### config.mk
export PLATFORM = sky130hd
export DESIGN_NAME = br_pht
export DESIGN_NICKNAME = d
export VERILOG_FILES = /design/src/rtl/br_pht.sv
export SDC_FILE = /design/constraint.sdc
export NUM_CORES = 1
export LEC_CHECK = 0
export ABC_AREA = 1
export CORE_AREA = 2 2 95 120
export CTS_CLUSTER_SIZE = 20
export DETAILED_ROUTE_END_ITERATION = 12
export DIE_AREA = 0 0 97 122
export GPL_ROUTABILITY_DRIVEN = 0
export PLACE_DENSITY = 0.84
export SYNTH_ARGS = -nofsm -noshare
export SYNTH_HDL_FRONTEND = slang
export SYNTH_SLANG_ARGS = --single-unit
### constraint.sdc
create_clock -name clk -period 3.4 [get_ports clk]
set_clock_uncertainty 0.2 [all_clocks]
set_input_delay 0.34 -clock clk [delete_from_list [all_inputs] [get_ports clk]]
set_output_delay 0.34 -clock clk [all_outputs]
set_load 0.02 [all_outputs]
### src/rtl/br_pht.sv
// Pattern history table: 2-bit saturating counters, 1-cycle lookup with
// write-first bypass, and an init sweep after reset and on flush.
module br_pht #(
   parameter int unsigned       IDX_W    = 6,
   parameter int unsigned       DATA_W   = 2,
   parameter logic [DATA_W-1:0] INIT_VAL = 2'b01
) (
   input  logic              clk,
   input  logic              reset,
   input  logic              flush,
   input  logic              rd_req,
   input  logic [IDX_W-1:0]  rd_idx,
   output logic              rd_ready,
   output logic              rd_valid,
   output logic [DATA_W-1:0] rd_data,
   output logic              rd_taken,
   input  logic              wr_en,
   input  logic [IDX_W-1:0]  wr_idx,
   input  logic [DATA_W-1:0] wr_data,
   output logic              busy
);

   localparam int unsigned DEPTH = 1 << IDX_W;

   typedef enum logic {
      ST_CLEAR = 1'b0,
      ST_RUN   = 1'b1
   } state_t;

   state_t            state_q, state_d;
   logic [IDX_W-1:0]  clr_cnt_q, clr_cnt_d;
   logic [DATA_W-1:0] mem [DEPTH];

   logic              rd_acc_c;
   logic              wr_act_c;
   logic [DATA_W-1:0] rd_word_c;

   // Next-state logic for the sweep/run controller
   always_comb begin
      state_d   = state_q;
      clr_cnt_d = clr_cnt_q;
      case (state_q)
         ST_CLEAR: begin
            if (flush) begin
               clr_cnt_d = '0;
            end else if (clr_cnt_q == IDX_W'(DEPTH - 1)) begin
               clr_cnt_d = '0;
               state_d   = ST_RUN;
            end else begin
               clr_cnt_d = clr_cnt_q + IDX_W'(1);
            end
         end
         ST_RUN: begin
            if (flush) begin
               clr_cnt_d = '0;
               state_d   = ST_CLEAR;
            end
         end
         default: begin
            state_d   = ST_CLEAR;
            clr_cnt_d = '0;
         end
      endcase
   end

   // Lookup acceptance and write-first bypass selection
   always_comb begin
      rd_acc_c  = rd_req && (state_q == ST_RUN);
      wr_act_c  = wr_en && (state_q == ST_RUN);
      rd_word_c = mem[rd_idx];
      if (wr_act_c && (wr_idx == rd_idx)) begin
         rd_word_c = wr_data;
      end
   end

   // State, sweep counter and registered outputs
   always_ff @(posedge clk or negedge reset) begin
      if (!reset) begin
         state_q   <= ST_CLEAR;
         clr_cnt_q <= '0;
         rd_valid  <= 1'b0;
         rd_data   <= INIT_VAL;
         rd_taken  <= INIT_VAL[DATA_W-1];
         rd_ready  <= 1'b0;
         busy      <= 1'b1;
      end else begin
         state_q   <= state_d;
         clr_cnt_q <= clr_cnt_d;
         rd_valid  <= rd_acc_c;
         rd_ready  <= (state_d == ST_RUN);
         busy      <= (state_d == ST_CLEAR);
         if (rd_acc_c) begin
            rd_data  <= rd_word_c;
            rd_taken <= rd_word_c[DATA_W-1];
         end
      end
   end

   // Counter array: the sweep owns it in CLEAR, update writes in RUN
   always_ff @(posedge clk) begin
      if (state_q == ST_CLEAR) begin
         mem[clr_cnt_q] <= INIT_VAL;
      end else if (wr_act_c) begin
         mem[wr_idx] <= wr_data;
      end
   end

endmodule

== Word-level counts from Yosys, hierarchy flattened ==
Memories as Yosys holds them, arrays and structs flattened.
Cells that the tools add are included.
Operators by class
  add/subtract/negate cells: 1
  $mul: 0
  divide/modulo/power cells: 0
  magnitude comparators: 0
  eq/ne operators: 3
  shifts and indexed selects: 0
  muxes and demuxes: 16
  bitwise operators: 2
  reduce and logical (&&, ||, !) cells: 4
Operators by type and width (count)
  6-bit 2-to-1 mux: 4
  6-bit case mux with 2 select lines: 1
  1-bit 2-to-1 mux: 8
  6-bit by 1-bit adder with 6-bit output (second input constant): 1
  6-bit == test: 1
  6-bit == test (second input constant): 1
  2-bit 2-to-1 mux: 2
  1-bit logical AND: 3
  2-bit != test (second input constant): 1
  1-bit inverter: 2
  1-bit case mux with 2 select lines: 1
  2-bit OR reduction: 1
Storage, ports and cells
  flip-flop bits (word level): 12
  latch bits: 0
  bits in writable memories: 128
  bits in read-only memories: 0
  bits of input ports: 19
  output and inout bits: 6
  logic and storage cells: 33
  memories kept: 1
Memories
  mem: words 64, width 2, rd ports 1, clocked after Yosys merged registers in 0, write ports 1, RTL line 32  | logic [DATA_W-1:0] mem [DEPTH];

== Depth between registers and ports, before layout ==
Gate-level depths: netlist (run 1).
  depth in word-level cells: 6
  mapped depth: 13
  gate-level depth less buffers: 11

== Least setup slack after synthesis (run 1) ==
No wires, ideal clock.
  path kind: register to register
  start: reg state_q
  end: mem mem[0][1] (data pin)
  setup time: 0.499 ns
  arrival time: 2.325 ns
  data required time: 2.701 ns
  setup slack: 0.376 ns
  stages on the path, launching flop included: 5
  path buffers: 2
  clock period less this slack: 3.024 ns
  path through: dfrtp_1 buf_6 nand2_4 buf_6 nor2_1
Between the ends
  longest elaborated chain between the ends: 6
Ends and longest elaborated chain
  from (decl): RTL line 30  | state_t state_q, state_d;
  from (signal assigned): RTL line 87  | state_q <= state_d;
  1-bit logical AND: RTL line 69  | wr_act_c = wr_en && (state_q == ST_RUN);
  1-bit 2-to-1 mux: RTL line 103  | end else if (wr_act_c) begin
  1-bit 2-to-1 mux *: RTL line 101  | if (state_q == ST_CLEAR) begin
  1-bit 2-to-1 mux (implied by the code) *: RTL line 104  | mem[wr_idx] <= wr_data;
  2-bit OR reduction (no line) *
  2-bit 2-to-1 mux (no line) *
  to (decl): RTL line 32
Mark *: on every way between the ends. The rest lies on a longest branch, timed or not.

== Worst setup path in the final report (run 1) ==
  start: reg state_q
  end: mem mem[39][1], enable pin
Between the ends
  longest elaborated chain between the ends: 6
  elaborated cells on any way between the ends: 8
  classes of those cells: mux (6); reduce/logical (2)
Ends and longest elaborated chain (RTL line)
  1-bit logical AND: 69
  1-bit 2-to-1 mux: 103
  1-bit 2-to-1 mux: 101
  1-bit 2-to-1 mux (implied by the code): 104
  2-bit OR reduction (no line)
  6-bit 2-to-1 mux (no line) or 1-bit 2-to-1 mux (tied branches)
Parallel ways exist; a longest one is shown, timed or not.

==> results of run 1 <==
final cells by class:
cell class / count / area (um^2)
clock inverter: 15 / 180
multi-input combinational: 417 / 1980
sequential: 139 / 4120
timing repair buffer: 33 / 328
tap: 135 / 169
clock buffer: 17 / 425
inverter: 23 / 88.8
fill: 706 / 3520
stage by stage:
step / instance area [um^2] / utilization / setup WS (ns) / power [W]
global route: 7290 / 0.674 / 0.890 / 0.00410
detailed placement: 6690 / 0.618 / 0.709 / 0.00214
global placement: 6690 / 0.618 / 0.823 / 0.00213
finish: 7290 / 0.674 / 0.968 / 0.00401
floorplan: 6370 / - / 0.376 / 0.00205
CTS: 7290 / 0.674 / 1.01 / 0.00400
power by group through the flow:
stage	sequential [W]	clock [W]	combinational, W
after floorplan	0.00190	0	0.000157
after global placement	0.00189	0	0.000238
after detailed placement	0.00190	0	0.000246
after CTS	0.00186	0.00189	0.000251
after global routing	0.00186	0.00196	0.000274
final	0.00186	0.00189	0.000255
logic make-up (layout without fill, tap and decap cells):
group | after synthesis | count (layout) | share of synthesized area
simple gates | 395 | 395 | 0.282
fa+ha+maj | 1 | 1 | 0.00196
buf+inv | 54 | 88 | 0.0428
flops | 139 | 139 | 0.647
compound gates | 16 | 16 | 0.0191
xor+xnor | 5 | 5 | 0.00688
metal layers:
layer	vias up	share of wire
li1	2145	-
met1	2248	0.36
met4	0	0.037
met5	-	0
met3	50	0.079
met2	258	0.52
state kept, by name, summed over array words and instances, names as in the netlist:
| name | cells |
|---|---|
| clr_cnt_q | 6 |
| state_q | 1 |
| rd_valid | 1 |
| rd_data | 2 |
| busy | 1 |
| mem | 128 |
worst max-delay path by stage:
stage / start / endpoint / cells past startpoint
2_1_floorplan: state_q / mem[0][1] / 4
3_3_place_gp: wr_en / mem[44][0] / 8
3_5_place_dp: wr_en / mem[47][0] / 6
4_1_cts: state_q / mem[28][1] / 7
5_1_grt: state_q / mem[30][1] / 5
6_report: state_q / mem[39][1] / 5
cells in the final DEF (no fill, tap or decap), drive strengths merged:
cell type	n
nand2	182
edfxtp	128
nand3	122
nor2	70
inv	31
clkdlybuf4s50	23
clkbuf	17
o21ai	11
buf	10
dfrtp	9
nand4	7
nor4	6
nor3	5
o22ai	3
xnor2	3
clkinvlp	3
or2	3
xor2	2
a21oi	2
dfstp	2
clkinv	2
bufinv	2
ha	1
critical path: stages (launching register included):
cell     delay [ns]
dfrtp_1        0.53
nand2_4        0.20
o21ai_0        0.21
buf_4          0.23
nand4_2        0.42
nor2_1         0.33
==> flow_summary.toml, run 1 <==
[setup_path]
r2r_start = "state_q"
worstSetupStartpointType = "flip-flop"
r2r-end = "mem[39][1]"
critPathKind = "flip-flop to flip-flop"
arrival_ns = 2.35
endpoint_kind = "flip-flop"
reg2reg_depth = 5
r2r_setup_slack_ns = 0.97
cp_max_fo = 15
cp.required_ns = 3.32

[pwr]
power_switching_w = 0.000962
cellLeakagePower_nw = 2.77
clock_power_share = 0.472
switching_share = 0.240
internal-power_w = 0.00304
seqPwrFrac = 0.464
p_comb_frac = 0.064
ir_drop_v = 0.000487
p_per_area_mw_per_mm2 = 549

[sta]
drv_slew = 0
period_share = 0.715
slew-limit-headroom = 0.552
final-setup-viol-count = 0
setup_tns_ns = 0
fin_crit_ns = 2.43
tightest_slew_ns = 0.672
hold_viol = 0
rsz0062_at_grt = "no"
whs_ns = 0.0550
max_freq_mhz = 411

[detailed_routing]
ant_nets = 0
vias = 4701
via_per_inst = 6.03
wl_um = 15000
drc = 0
firstDrtPassIters = 8
wire_per_inst_um = 19.3
drtIter0Drc = 496

[layout]
finalNetCount = 651
area.growth.synth_to_final_pct = 14.5
fin_cells = 779
drive_gt1_frac = 0.118
diodes = 0

[clocking]
post_cts_buffers = 0
clock_path_buffers = 2
cts_tree = "yes"
ctsHtreeMaxLevel = 4
ctsHoldBuffers = 0
cts_buffers = 17
clock_latency_ns = 0.43
cts_sinks = 139
ctsResizeCount = 0
cts_root_buffer = "clkbuf_16"
clk_pin_slew_worst_paths_ns = 0.07

[logic_synthesis]
synth_edf_count = 128
yosysWarnings = 0
synthesis.instances = 610
synth_top_area_cell = "edfxtp_1"
synthTopCellsByCount = "179 x nand2_1, 128 x edfxtp_1, 117 x nand3_1"
avgSynthCellArea_um2 = 10.4
synth_fp_nets = 630
synthTopCellsByArea = "edfxtp_1 60%, nand2_1 11%, nand3_1 9.2%"
synth_top_area_frac = 0.604
synth_cell_types = 35
synth-seq-cells = 139
synth.most_common_cell = "nand2_1"
yosysSeqAreaShare = 0.647
synth-main-ff-cell = "edfxtp_1"
async_flop_share = 0.0791
synthesis.area_mm2 = 0.00637

[global_route]
met1_usage = 0.291
grt.busiest_layer = "met2"
grt_util_all_layers = 0.265
overflow = 0
met2_usage = 0.470
grt_pass1_wl_um = 23600
grt_pass1_vias = 4750
grt_max_degree = 65
antenna_found_initial = 0
met3_usage = 0.0706

[floorplanning]
dieArea_mm2 = 0.0118
die-height_um = 122
core_area_mm2 = 0.0108
initial_core_util = 0.589
pin_count = 25
rows = 43
die_x_um = 97

[min_path]
holdCritPathClass = "primary input to async pin"

[flow_run]
maxCapViolations = 0

[run_status]
status = "finished, final reports clean"

[placed_design]
dp_hpwl_um = 8940
io_buffers = 24
dp.cells = 747
Power figures use the tool's default switching activity.
==> run 2: changes to the inputs <==
CORE_AREA = 2 2 100 126   (was 2 2 95 120)
DIE_AREA = 0 0 102 128   (was 0 0 97 122)
PLACE_DENSITY = 0.8   (was 0.84)
clock period = 2 ns   (was 3.4 ns; I/O delays follow)
==> run 2 against run 1 <==
Net effect: the flow now finishes with violations (negative setup slack); combinational power increased by 150%; sequential power increased by 70%; wire length increased by 18%; setup slack got worse by 1.0 ns; clock power increased by 57%; core utilization increased by 2.7 points; non-clock buffer count increased by 65; worst hold slack improved by 0.10 ns; global-route usage decreased by 0.58 points; cell area increased by 15%; die area increased by 10%; largest cell class unchanged; highest routed layer unchanged.
==> flow_summary.toml, run 2 (synthesis gave the netlist of run 1 again) <==
[flow_run]
maxCapViolations = 0

[layout]
drive_gt1_frac = 0.290
largest_reg_flops = 128
final_common_cell = "nand2_1"
diodes = 0
final_core_util = 0.701
finalNetCount = 717
most-common-layout-cells = "174 x nand2_1, 128 x edfxtp_1, 117 x nand3_1"
area.growth.synth_to_final_pct = 31.4
final_area_mm2 = 0.00837
final.fill_count = 751
largest-register = "mem"
reg_top3 = "mem: 128 flops, clr_cnt_q: 6 flops, rd_data: 2 flops"

[floorplanning]
rows = 45
initial_core_util = 0.533
dieArea_mm2 = 0.0131
pin_count = 25
die-height_um = 128
core_area_mm2 = 0.0119
die_x_um = 102

[setup_path]
endpoint_kind = "flip-flop"
cp.required_ns = 1.93
cp-startpoint = "state_q"
r2r-end = "mem[19][1]"
worstSetupStartpointType = "flip-flop"
arrival_ns = 1.98
cp_max_fo = 7
r2r_setup_slack_ns = -0.05
crit_end = "mem[19][1]"
reg2reg_depth = 7
critPathKind = "flip-flop to flip-flop"
r2r_start = "state_q"

[sta]
period_share = 1.03
tightest_slew_ns = 0.576
whs_ns = 0.159
worst_slack_ns = -0.0550
final-setup-viol-count = 46
max_freq_mhz = 487
slew-limit-headroom = 0.616
fin_crit_ns = 2.05
hold_viol = 0
rsz0062_at_grt = "yes"
drv_slew = 0

[detailed_routing]
via_per_inst = 5.90
drc = 0
drtIter0Drc = 716
vias = 5153
firstDrtPassIters = 7
ant_nets = 0
wl_um = 17800
wire_per_inst_um = 20.3

[clocking]
ctsHtreeMaxLevel = 4
clock_latency_ns = 0.43
cts_sinks = 139
cts_buffers = 17
clk_pin_slew_worst_paths_ns = 0.06
clock_path_buffers = 2
cts_tree = "yes"
cts_root_buffer = "clkbuf_16"

[pwr]
p_comb_frac = 0.093
switching_share = 0.258
seqPwrFrac = 0.467
power_switching_w = 0.00175
internal-power_w = 0.00502
clock_power_share = 0.439
p_per_area_mw_per_mm2 = 809
ir_drop_v = 0.000768
cellLeakagePower_nw = 3.16

[global_route]
grt_max_degree = 65
grt_util_all_layers = 0.259
grt_pass1_vias = 5107
overflow = 0
antenna_found_initial = 0
grt_pass1_wl_um = 25300

[placed_design]
dp_hpwl_um = 10100
dpl_cell_area_mm2 = 0.00716
io_buffers = 24

[run_status]
violations = "negative setup slack"
status = "complete, but fails checks"

[min_path]
holdCritPathClass = "primary input to flip-flop"
hold_start = "flush"
## run 2: changes by cell type in the layout (fill, tap and decap cells not counted), moves of 4 or more
cell / previous run / this run
nor2_2: 2 / 29
buf_4: 7 / 54
nor2_4: 2 / 24
inv_1: 18 / 14
nand3_4: 1 / 5
buf_6: 0 / 6
buf_12: 2 / 12
nand3_2: 4 / 0
nor2_1: 66 / 17
nor4_4: 0 / 6
nand2_1: 179 / 174
## run 2: timing repair
item	4_1_cts	5_1_grt
cloned	0	2
setup buffers	7	9
endpoints found under the setup margin	121	128
endpoints found under the hold margin	9	0
hold buffers	1	0
pin swaps	3	13
gates resized for setup	44	78
## run 2: cell type report
cell class,instances,area (um^2),share of cell area
clock buffers,17,425,0.0508
clock inverters,15,131,0.0157
inverters,23,97.6,0.0117
multi-input cells,418,2420,0.289
flip-flops and latches,139,4120,0.493
well taps,164,205,0.0245
repair buffers,98,965,0.115
## run 2: routing by layer
layer,global-route usage,part of all wire,up-vias
li1,-,-,2283
met1,0.306,0.33,2465
met2,0.443,0.52,326
met3,0.0529,0.093,79
met4,0.136,0.052,0
met5,0,0,-
## run 2: worst min path at each step
stage / to / cells past startpoint
4_1_cts: state_q / 2
2_1_floorplan: clr_cnt_q[0] / 0
5_1_grt: state_q / 2
6_report: state_q / 2
3_3_place_gp: clr_cnt_q[4] / 1
3_5_place_dp: clr_cnt_q[4] / 1
## run 2: metrics by stage
step           power [W]  cells  worst slack [ns]  setup TNS, ns
3_5_place_dp     0.00370    824            -0.427         -44.92
5_1_grt          0.00692    874           -0.0881          -4.41
4_1_cts          0.00668    864           -0.0281        -0.0930
6_report         0.00677    874           -0.0550         -0.842
3_3_place_gp     0.00369    824            -0.435         -41.49
2_1_floorplan    0.00349    610           -0.0105        -0.0627
## run 2: worst max-delay path: stages (launching register included)
cell     delay [ns]
dfrtp_2        0.47
buf_4          0.17
inv_2          0.05
or2_4          0.19
buf_4          0.16
nand4_2        0.15
buf_12         0.19
nor2_2         0.18
## run 2: power by group through the flow
stage	registers, W	clock network (W)	logic [W]
final	0.00316	0.00297	0.000632
after global routing	0.00316	0.00309	0.000666
after CTS	0.00316	0.00295	0.000566
after detailed placement	0.00322	0	0.000483
after global placement	0.00322	0	0.000469
after floorplan	0.00322	0	0.000268
